File: config.mk
export PLATFORM = sky130hd
export DESIGN_NAME = shift_rows_stream
export DESIGN_NICKNAME = d
export VERILOG_FILES = /design/src/rtl/aes_pkg.sv /design/src/rtl/shift_rows_perm.sv /design/src/rtl/shift_rows_stream.sv
export SDC_FILE = /design/constraint.sdc
export NUM_CORES = 1
export LEC_CHECK = 0
export BUFFER_PORTS_ARGS = -buffer_cell sky130_fd_sc_hd__buf_4
export CAP_MARGIN = 20
export CORE_MARGIN = 4
export CORE_UTILIZATION = 40
export CTS_CLUSTER_DIAMETER = 80
export DETAILED_ROUTE_END_ITERATION = 12
export SYNTH_ARGS = -nofsm -noshare
export SYNTH_HDL_FRONTEND = slang
export SYNTH_SLANG_ARGS = --single-unit
File: constraint.sdc
create_clock -name clk -period 5.15 [get_ports clk]
set_input_delay 0.2575 -clock clk [delete_from_list [all_inputs] [get_ports clk]]
set_output_delay 0.2575 -clock clk [all_outputs]
set_load 0.02 [all_outputs]
File: src/rtl/aes_pkg.sv
// Shared AES datapath types: byte type, ShiftRows mode encoding and the row offset table.
package aes_pkg;

    localparam int NB_MAX = 8;

    typedef logic [7:0] byte_t;

    typedef enum logic {
        SR_FWD = 1'b0,
        SR_INV = 1'b1
    } sr_mode_e;

    // Cyclic shift C_r applied to row 'row' of an NB-column state.
    // Only the 256-bit block (NB=8) uses the wider offsets for rows 2 and 3.
    function automatic int sr_offset(input int nb, input int row);
        int off_v;
        case (row)
            32'sd0:  off_v = 32'sd0;
            32'sd1:  off_v = 32'sd1;
            32'sd2:  off_v = (nb == 32'sd8) ? 32'sd3 : 32'sd2;
            32'sd3:  off_v = (nb == 32'sd8) ? 32'sd4 : 32'sd3;
            default: off_v = 32'sd0;
        endcase
        return off_v;
    endfunction

endpackage

File: src/rtl/shift_rows_perm.sv
// Combinational ShiftRows / InvShiftRows column selector.
// Produces output column 'col' of the permuted state directly from the stored state,
// so the stream can emit one permuted column per cycle without a second buffer.
module shift_rows_perm
    import aes_pkg::*;
#(
    parameter int NB = 4
) (
    input  byte_t                   state [NB][4],
    input  sr_mode_e                mode,
    input  logic [$clog2(NB)-1:0]   col,
    output logic [31:0]             col_data
);

    localparam int CW = $clog2(NB);

    logic [4:0]    sum_s [4];
    logic [CW-1:0] src_s [4];

    // Per row, pick the source column (col +/- C_r) mod NB; the +NB keeps the inverse non-negative
    always_comb begin
        col_data = 32'h0000_0000;
        sum_s    = '{default: 5'd0};
        src_s    = '{default: '0};
        for (int r = 0; r < 4; r++) begin
            if (mode == SR_FWD) begin
                sum_s[r] = 5'(col) + 5'(sr_offset(NB, r));
            end else begin
                sum_s[r] = 5'(col) + 5'(NB) - 5'(sr_offset(NB, r));
            end
            src_s[r] = CW'(sum_s[r] % 5'(NB));
            col_data[31-8*r -: 8] = state[src_s[r]][r];
        end
    end

endmodule

File: src/rtl/shift_rows_stream.sv
// Column-serial ShiftRows / InvShiftRows stage with ping-pong state banks.
// One bank fills from the input stream while the other drains through the permutation,
// giving one column per cycle in both directions without bubbles.
module shift_rows_stream
    import aes_pkg::*;
#(
    parameter int NB = 4
) (
    input  logic        clk,
    input  logic        rst,
    input  logic        in_valid,
    output logic        in_ready,
    input  logic [31:0] in_data,
    input  logic        in_mode,
    output logic        out_valid,
    input  logic        out_ready,
    output logic [31:0] out_data,
    output logic        out_mode,
    output logic        out_last
);

    localparam int            CW       = $clog2(NB);
    localparam logic [CW-1:0] COL_LAST = CW'(NB - 1);

    if (!((NB == 4) || (NB == 6) || (NB == 8))) begin : g_nb_check
        $error("shift_rows_stream: NB must be 4, 6 or 8");
    end

    byte_t         bank_r [2][NB][4];
    sr_mode_e      mode_r [2];
    logic [1:0]    full_r;
    logic          wr_bank_r;
    logic          rd_bank_r;
    logic [CW-1:0] wr_col_r;
    logic [CW-1:0] rd_col_r;

    logic          accept_s;
    logic          take_s;
    logic          wr_last_s;
    logic          rd_last_s;
    byte_t         rd_state_s [NB][4];
    sr_mode_e      rd_mode_s;
    logic [31:0]   perm_col_s;

    // Handshake qualifiers come from registered bank state only, so out_ready never reaches in_ready
    always_comb begin
        in_ready  = ~rst & ~full_r[wr_bank_r];
        out_valid = ~rst & full_r[rd_bank_r];
        accept_s  = in_valid & in_ready;
        take_s    = out_valid & out_ready;
        wr_last_s = (wr_col_r == COL_LAST);
        rd_last_s = (rd_col_r == COL_LAST);
    end

    // Capture accepted columns into the filling bank; the mode is latched on beat 0 only
    always_ff @(posedge clk) begin
        if (accept_s) begin
            for (int r = 0; r < 4; r++) begin
                bank_r[wr_bank_r][wr_col_r][r] <= in_data[31-8*r -: 8];
            end
            if (wr_col_r == '0) begin
                mode_r[wr_bank_r] <= sr_mode_e'(in_mode);
            end
        end
    end

    // Bank pointers, column counters and full flags; a bank is set by the writer and cleared by the reader
    always_ff @(posedge clk) begin
        if (rst) begin
            full_r    <= 2'b00;
            wr_bank_r <= 1'b0;
            rd_bank_r <= 1'b0;
            wr_col_r  <= '0;
            rd_col_r  <= '0;
        end else begin
            if (accept_s) begin
                if (wr_last_s) begin
                    wr_col_r  <= '0;
                    wr_bank_r <= ~wr_bank_r;
                end else begin
                    wr_col_r  <= wr_col_r + CW'(1);
                end
            end
            if (take_s) begin
                if (rd_last_s) begin
                    rd_col_r  <= '0;
                    rd_bank_r <= ~rd_bank_r;
                end else begin
                    rd_col_r  <= rd_col_r + CW'(1);
                end
            end
            for (int b = 0; b < 2; b++) begin
                if (accept_s && wr_last_s && (wr_bank_r == 1'(b))) begin
                    full_r[b] <= 1'b1;
                end else if (take_s && rd_last_s && (rd_bank_r == 1'(b))) begin
                    full_r[b] <= 1'b0;
                end
            end
        end
    end

    // Present the draining bank and its mode to the permutation network
    always_comb begin
        for (int c = 0; c < NB; c++) begin
            for (int r = 0; r < 4; r++) begin
                rd_state_s[c][r] = bank_r[rd_bank_r][c][r];
            end
        end
        rd_mode_s = mode_r[rd_bank_r];
    end

    shift_rows_perm #(
        .NB (NB)
    ) u_perm (
        .state    (rd_state_s),
        .mode     (rd_mode_s),
        .col      (rd_col_r),
        .col_data (perm_col_s)
    );

    // Output beat is zeroed whenever no valid column is presented
    always_comb begin
        if (out_valid) begin
            out_data = perm_col_s;
            out_mode = rd_mode_s;
            out_last = rd_last_s;
        end else begin
            out_data = 32'h0000_0000;
            out_mode = 1'b0;
            out_last = 1'b0;
        end
    end

endmodule
==> flow_results.org, run 1 <==
** STA
- Setup violations remaining at the end of the flow were counted as 0.
- Setup repair after global routing left no endpoint under its margin.
- The worst path uses 65.5% of the clock period.
- The number of slew-limit violations in the final report came to 0.
- Time the final worst path needs with I/O delays and setup :: 3370 ps
- Fmax :: 296 MHz
- Measured against its own limit, the worst slew margin works out to 30.2%.
- Worst-margin pin slew :: 1040 ps
- Final clock skew :: 7.24 ps
- The final number of hold-violating endpoints was 0.
- Setup total negative slack on the finished layout was measured at 0 ps.

** Power and ir drop
- Standby leakage power :: 4.73 nW
- IR analysis of the VDD net gives a maximum drop of 0.192 mV.
- Proportion of total power due to net switching :: 19.4%
- Share of power burned in combinational logic :: 4.4%
- Total power draw :: 4.69 mW
- For this design the ratio of total power to cell area is 337 mW/mm^2.
- Of the total power, the clock network draws 44.0%.
- For this design the total switching power over the nets is 0.912 mW.
- Registers are responsible for 51.5% of the overall power.
- Internal power of the cells :: 3.78 mW

** Die
- Measured along the x axis, the die boundary spans 180 microns.
- For this design the top-level I/O count stands at 73.
- The floorplan has 62 rows.
- Effective utilization at floorplan :: 41.0%
- The floorplan step defined a die boundary enclosing 0.0326 sq mm.
- DIE HEIGHT :: 180 microns
- In this run the standard cell core region covers 0.0290 sq mm.

** Worst setup path
- At the worst endpoint, the arrival time is 3120 ps.
- Critical path fanouts, max :: 20
- Kind of end point of the critical path :: output port
- Across all register-to-register paths, the minimum setup slack is 1990 ps.
- Kind of launch point of the worst setup path :: flop
- Data required, critical path :: 4890 ps
- Kind of critical path :: flop to output port

** Global routing
- The first global-routing pass estimated 40200 microns of wire.
- Gr ovfl total :: 0
- The number of antenna violations at the first check in global routing was 0.
- Total global routing track utilization :: 15.8%
- Pin count of the biggest net entering global routing :: 62
- Via count of the first global-routing pass :: 6665

** Placement
- At the end of routability-driven placement, the weighted congestion stood at 0.745.
- Area post-placement :: 0.0128 sq mm
- HPWL reported at the end of detailed placement :: 15700 microns
- Input and output buffers added on the ports amount to 72.
- Placed Cells :: 1073

** Layout
- The filler cells instantiated in the layout total 2476.
- Antenna Diode Count :: 0
- Final standard cell area without fillers :: 0.0139 sq mm
- The post-route netlist has 36.5% of its cells at a drive strength greater than 1.
- Excluding fillers, the count of instances in the completed layout stands at 1132.
- For this run, the post-layout net count is 768.
- Post-synthesis to final-layout area growth :: 17.0%

** Synthesis
- Number of enable-type register cells in the synthesized netlist :: 258
- In the synthesized netlist, the cells that appear most often are sky130_fd_sc_hd__edfxtp_1, sky130_fd_sc_hd__mux2i_1, sky130_fd_sc_hd__mux2_2.
- The synthesized netlist occupies a cell area of 0.0119 sq mm.
- Count of yosys warnings during synthesis :: 0
- In this run, synthesis produced a sequential element count of 267.
- Counting flops with an async set or reset pin after synthesis yields a share of 0%.
- Portion of the post-synthesis area used by sequential elements :: 66.6%
- Post-synth top area share :: 65.1%
- sky130_fd_sc_hd__edfxtp_1 takes more of the synthesized area than any other cell.
- Cell with the most instances after synthesis :: sky130_fd_sc_hd__edfxtp_1
- Counting every instance in the synthesized netlist gives 655.
- Counting every net in the synthesized netlist gives 697.
- Area contributors post-synth :: sky130_fd_sc_hd__edfxtp_1, sky130_fd_sc_hd__mux2i_1, sky130_fd_sc_hd__mux4_2
- Most used DFF post-synth :: sky130_fd_sc_hd__edfxtp_1
- The netlist uses 33 different library cells.
- Per-instance average area after synthesis :: 18.2 sq um

** Job
- Maximum Capacitance Violations :: 0

** Route
- Detailed-route vias per instance :: 5.37
- DR WL/cell :: 23.1 microns
- In this run the remaining antenna-violating nets after routing total 0.
- After the first detailed-routing iteration, the DRC count stood at 352.
- Vias after detailed routing :: 6077
- For this run, the detailed router's first-pass iteration total came to 4.
- Routed WL :: 26200 microns
- After detailed routing, the number of remaining DRC violations is 0.

** Clock tree
- The later pin in the worst-skew pair is clocked with a latency of 520 ps.
- Post-CTS sizing :: 0
- H-tree levels :: 1
- Hold buffer count at cts :: 2
- Counting the buffers created by CTS gives 28.
- Root Driver :: sky130_fd_sc_hd__clkbuf_16
- TritonCTS built the clock tree.
- Max Root-Sink Buffers :: 3
- Post-CTS setup buffer count :: 0
- Clock slew seen by the registers of the worst setup and hold paths :: 60 ps
- The clock drives 267 sinks.

** Min path
- The path class of the tightest hold or removal check is input pin to flop.

** Run status
- The flow ran to the end, and the final reports show no timing, DRC or antenna violations.
registers in the layout, summed over array words and instances, names as in the netlist, named ones only:
| signal | count |
|---|---|
| bank_r | 256 |
| full_r | 2 |
| mode_r | 2 |
| rd_col_r | 2 |
| wr_col_r | 2 |
| rd_bank_r | 1 |
| wr_bank_r | 1 |
through the flow:
step | hold WS [ps] | worst slack [ps] | utilization [%]
after floorplan | 356 | 1850 | -
after global placement | 474 | 1950 | 44.2
after detailed placement | 471 | 1790 | 44.2
after CTS | 63.7 | 1740 | 47.5
after global routing | 64.4 | 1690 | 48.0
final | 82.1 | 1780 | 48.0
layout by cell type, fill, tap and decap left out, types with 6 or more instances in the layout:
cell | netlist | final
sky130_fd_sc_hd__edfxtp_1 | 258 | 258
sky130_fd_sc_hd__mux2i_1 | 97 | 97
sky130_fd_sc_hd__buf_4 | 2 | 80
sky130_fd_sc_hd__mux2_2 | 53 | 53
sky130_fd_sc_hd__mux2_4 | 44 | 44
sky130_fd_sc_hd__mux4_2 | 34 | 34
sky130_fd_sc_hd__clkbuf_16 | 0 | 29
sky130_fd_sc_hd__nand3_1 | 28 | 28
sky130_fd_sc_hd__nor2_1 | 34 | 27
sky130_fd_sc_hd__o2111a_1 | 13 | 13
sky130_fd_sc_hd__clkinv_1 | 0 | 8
sky130_fd_sc_hd__nor2_4 | 0 | 7
sky130_fd_sc_hd__dfxtp_1 | 9 | 7
sky130_fd_sc_hd__clkinv_2 | 0 | 6
cells by family after synthesis:
| kind of cell | Yosys count | synth area share, % |
|---|---|---|
| flops | 267 | 66.6 |
| compound gates | 22 | 1.75 |
| simple gates | 77 | 3.25 |
| xor+xnor | 5 | 0.494 |
| mux | 228 | 25.2 |
| buf+inv | 51 | 2.20 |
| fa+ha+maj | 5 | 0.526 |
cell type report:
type	instances	area [sq um]	share of cell area, %
Sequential cell	267	7930	57.0
Multi-Input combinational cell	337	3790	27.2
Timing Repair Buffer	87	751	5.39
Clock buffer	33	741	5.32
Tap cell	384	480	3.45
Clock inverter	19	210	1.51
Inverter	5	18.8	0.135
critical path: stages (launching register included):
cell                       delay [ps]
sky130_fd_sc_hd__dfxtp_1          380
sky130_fd_sc_hd__buf_4            440
sky130_fd_sc_hd__xor2_4           870
sky130_fd_sc_hd__mux2i_1          280
sky130_fd_sc_hd__mux2i_1          120
sky130_fd_sc_hd__o2111a_1         300
sky130_fd_sc_hd__buf_4            160
power by group through the flow:
stage | clock [mW] | sequential (mW) | combinational [mW]
3_3_place_gp | 0 | 2.46 | 0.200
5_1_grt | 2.20 | 2.42 | 0.225
3_5_place_dp | 0 | 2.46 | 0.208
2_1_floorplan | 0 | 2.46 | 0.129
6_report | 2.07 | 2.42 | 0.209
4_1_cts | 2.11 | 2.42 | 0.210
per-layer routing:
| layer | GRT usage [%] | up-vias | part of all wire (%) |
|---|---|---|---|
| met3 | 2.12 | 25 | 3.2 |
| met1 | 21.3 | 3180 | 44 |
| li1 | - | 2754 | - |
| met4 | 3.02 | 0 | 1.3 |
| met2 | 27.9 | 118 | 51 |
| met5 | 0 | - | 0 |
final timing paths:
check	startpoint	end	cells past startpoint
hold / removal	in_data[19]	bank_r[0][115]$_DFFE_PP_	2
hold reg to reg	full_r[0]$_SDFFE_PP0P_	full_r[0]$_SDFFE_PP0P_	2
setup reg to reg	wr_bank_r$_SDFFE_PP0N_	bank_r[0][107]$_DFFE_PP_	4
setup / recovery	rd_col_r[1]$_SDFFE_PP0N_	out_data[21]	6
No activity file was read; power rests on OpenSTA's default activity.
==> run 2: changes to the inputs <==
Settings changed: ABC_AREA from default to 1.
Clock period 5.15 ns to 3.5 ns, I/O delays scaled along.
==> run 2 against run 1 <==
Compared with the run above: sequential power rose by 48%; sequential share of layout area rose by 2.0 points; via count rose by 29%; die area fell by 2.1%; design area fell by 3.3%; area after synthesis fell by 2.2%; clock power rose by 29%; clock skew rose by 2.2 ps; first-iteration DRC count rose by 95%; critical path type unchanged; largest power group unchanged; highest routed layer unchanged.
==> flow_results.org, run 2 <==
** Run status
- Outcome :: complete, no violations

** Worst setup path
- The worst register-to-register path begins at wr_bank_r$_SDFFE_PP0N_.
- Kind of critical path :: flop to output port
- STA classifies the critical path endpoint as an output port.
- Critical path data arrival time :: 2630 ps
- Walking the worst path, the cells encountered are inv_2 > nand2_2 > nand2_1 > nand2_1 > nand2_2 > nor2_4 > nand2_1 > nand2_1 > nor2_1 > buf_4.
- Data required, critical path :: 3320 ps
- Slowest cell on the critical path :: sky130_fd_sc_hd__nand2_2
- Critical Path Most Common Cell :: sky130_fd_sc_hd__nand2_1
- Slowest cell delay on critical path :: 380 ps
- The worst setup path is launched from a flop.
- Of all nets on the critical path, the largest fanout is 21.

** STA
- For the pin with the worst max-slew slack, the measured transition is 664 ps.
- Final clock skew :: 9.45 ps
- Once routing completed, OpenROAD measured the worst setup slack at 694 ps.
- Final count of pins violating max slew :: 0
- Adding up every negative setup slack in the final design gives 0 ps.
- Across all hold checks on the routed design, the worst slack comes to 92.6 ps.
- Time the final worst path needs with I/O delays and setup :: 2810 ps
- Setup repair after global routing left no endpoint under its margin.
- The worst pin sits at a relative slew slack of 55.8%.
- Fmax :: 356 MHz
- Setup violations remaining at the end of the flow were counted as 0.
- Fraction of the cycle the final worst path needs :: 80.2%
- The final number of hold-violating endpoints is 0.

** Die
- The floorplan step defined a die boundary enclosing 0.0319 sq mm.
- Chip width :: 179 microns
- For this configuration, the core starts out at a cell density of 40.6%.
- 73 I/O pins were placed.
- The core region is 0.0287 sq mm.
- The floorplan step set the die height to 179 microns.
- Number of cell rows :: 62

** Clock tree
- TritonCTS built the clock tree.
- Root Driver :: sky130_fd_sc_hd__clkbuf_16
- The clock drives 267 sinks.
- Hold buffer count at cts :: 12
- The longest clock path from root to sink contains 3 buffers.
- CTS built an H-tree with a depth of 1.
- After clock tree synthesis, the setup repair step added 0 buffers.
- Post-CTS sizing :: 0
- After clock tree synthesis, the clock-pin slew on the worst setup and hold paths is 60 ps.
- At the later pin of the worst-skew pair, clock insertion delay measures 530 ps.
- Clock buffers created by TritonCTS :: 27

** Synthesis
- Summing the sequential cell areas from Yosys gives 68.1% of the chip area.
- Async set or reset register ratio after synthesis :: 0%
- Summed over its instances, the top area cell type makes up 66.5% of the synthesized netlist area.
- The most used flip-flop cell after synthesis is sky130_fd_sc_hd__edfxtp_1.
- Synthesis handed over a netlist of 991 instances.
- Count of yosys warnings during synthesis :: 0
- Synthesis inferred 267 register bits.
- Post-Syn Area :: 0.0116 sq mm
- Count of unique library cells instantiated by Yosys :: 26
- Cell with the most instances after synthesis :: sky130_fd_sc_hd__edfxtp_1
- Number of enable-type register cells in the synthesized netlist :: 258
- Nets in the synthesized netlist :: 1033
- A synthesized cell averages 11.7 sq um.
- Area contributors post-synth :: sky130_fd_sc_hd__edfxtp_1, sky130_fd_sc_hd__o21ai_0, sky130_fd_sc_hd__nor2_1
- The biggest area contributor in the post-synthesis netlist is sky130_fd_sc_hd__edfxtp_1.
- Top cell types by occurrence after synthesis :: sky130_fd_sc_hd__edfxtp_1, sky130_fd_sc_hd__nor2_1, sky130_fd_sc_hd__o21ai_0

** Placement
- Input and output buffers added on the ports amount to 72.
- At the end of routability-driven placement, the weighted congestion stood at 0.825.
- Once placement completed, the tool counted placed cells totaling 1406.
- Once detailed placement completed, the half-perimeter wirelength came to 19500 microns.
- Pre-CTS setup slack :: 962 ps

** Layout
- The final layout contains 1105 nets.
- Leading cell type in the layout, fill and taps excluded :: sky130_fd_sc_hd__edfxtp_1
- In the final layout, the multi-input gates occupy 0.00325 sq mm.
- For this run, the share of the core covered by cells in the final layout is 46.9%.
- bank_r holds more flip-flops than any other register.
- Area taken by flip-flops and latches :: 0.00793 sq mm
- Leaving out filler cells and counting taps, the final layout contains 1463.
- Max FFs per register :: 256
- Commonest cells after routing, fill and taps aside :: sky130_fd_sc_hd__edfxtp_1, sky130_fd_sc_hd__nor2_1, sky130_fd_sc_hd__o21ai_0
- In the final layout, the share of cells above drive strength 1 is 17.6%.
- Post-synthesis to final-layout area growth :: 15.6%
- The repair_antennas step left the layout with diodes totalling 0.
- Total of fill cells in the finished design :: 2601

** Power and ir drop
- Psw :: 1.39 mW
- The clock network accounts for 40.7% of the total power.
- Internal power comes to 5.19 mW.
- Net switching is 21.1% of the power.
- Part of the power in registers :: 54.2%
- VDD IR-drop max :: 0.277 mV
- In this run, the combinational gates consume 5.1% of the power.
- For this design the static power due to leakage is 4.72 nW.
- Dividing total power by cell area gives a power density of 489 mW/mm^2.

** Global routing
- Gr ovfl total :: 0
- For this run, the total global-route usage over all layers was measured as 19.6%.
- Pin count of the biggest net entering global routing :: 129
- Antenna violations before repair :: 0
- The via count of the first global-routing pass came to 7728.
- The first global-routing pass estimated 46800 microns of wire.

** Route
- Dividing the detail-routed wire length by the instance count gives 21.1 microns.
- After detailed routing, the total wire length is 30900 microns.
- Number of optimization iterations in the first detailed-route pass :: 5
- The detailed router finished its first iteration with 685 violations.
- After detailed routing, the number of remaining DRC violations is 0.
- Detailed-route vias per instance :: 5.34
- Count of nets left with antenna violations after detail routing :: 0
- Vias after detailed routing :: 7818

** Job
- Max-cap violations in this run came to 0.

** Min path
- Origin of the worst min-delay path :: in_data[15]
- The worst hold path belongs to the class input pin to flop.
-- run 2: cell types whose count changed in the layout (fill, tap and decap cells not counted), sizes merged, moves of 31 or more --
| cell | delta |
|---|---|
| or2 | +31 |
| mux2i | -67 |
| mux2 | -97 |
| inv | +34 |
| nand2 | +101 |
| mux4 | -34 |
| nor2 | +107 |
| o21ai | +226 |
-- run 2: power by group through the flow --
stage / logic [mW] / registers, mW / clock network (mW)
final: 0.334 / 3.57 / 2.68
after global routing: 0.365 / 3.57 / 2.83
after CTS: 0.334 / 3.57 / 2.72
after detailed placement: 0.322 / 3.64 / 0
after global placement: 0.316 / 3.64 / 0
after floorplan: 0.183 / 3.64 / 0
-- run 2: layer usage --
layer  vias up  GRT usage (%)  wire length [microns]
met3        56           3.05                   1950
met5         -              0                      0
met2       251           31.3                  14500
met4         0           7.04                    992
met1      3821           27.3                  13500
li1       3690              -                      -
-- run 2: cell type report --
cell class,instances,area share [%]
well taps,384,3.57
flip-flops and latches,267,58.9
clock inverters,17,0.920
multi-input cells,627,24.2
inverters,39,1.14
repair buffers,101,6.23
clock buffers,28,5.05
-- run 2: cell families (layout without fill, tap and decap cells) --
logic type	Yosys count	count (layout)	share of synthesized area (%)
simple gates	338	338	12.9
flops	267	267	68.1
compound gates	254	254	11.4
buf+inv	97	185	4.44
mux	30	30	2.58
fa+ha+maj	5	5	0.537
-- run 2: per-stage QoR --
| stage | area, sq um | total power [mW] |
|---|---|---|
| 3_3_place_gp | 12500 | 3.95 |
| 6_report | 13500 | 6.58 |
| 3_5_place_dp | 12500 | 3.96 |
| 4_1_cts | 13500 | 6.62 |
| 2_1_floorplan | 11600 | 3.82 |
| 5_1_grt | 13500 | 6.77 |
-- run 2: worst max-delay path, delay by kind of cell, from the launching register on --
kind / cells / cell delay, ps
AND/OR/NAND/NOR: 8 / 1210
buffers and inverters: 2 / 490
flip-flops: 1 / 360
-- run 2: path summary, 6_finish.rpt --
check / cells past startpoint / end / slack, ps
hold reg to reg: 2 / full_r[1]$_SDFFE_PP0P_ / 480
setup / recovery: 10 / out_data[7] / 690
setup reg to reg: 7 / bank_r[0][60]$_DFFE_PP_ / 960
hold / removal: 3 / bank_r[0][111]$_DFFE_PP_ / 90
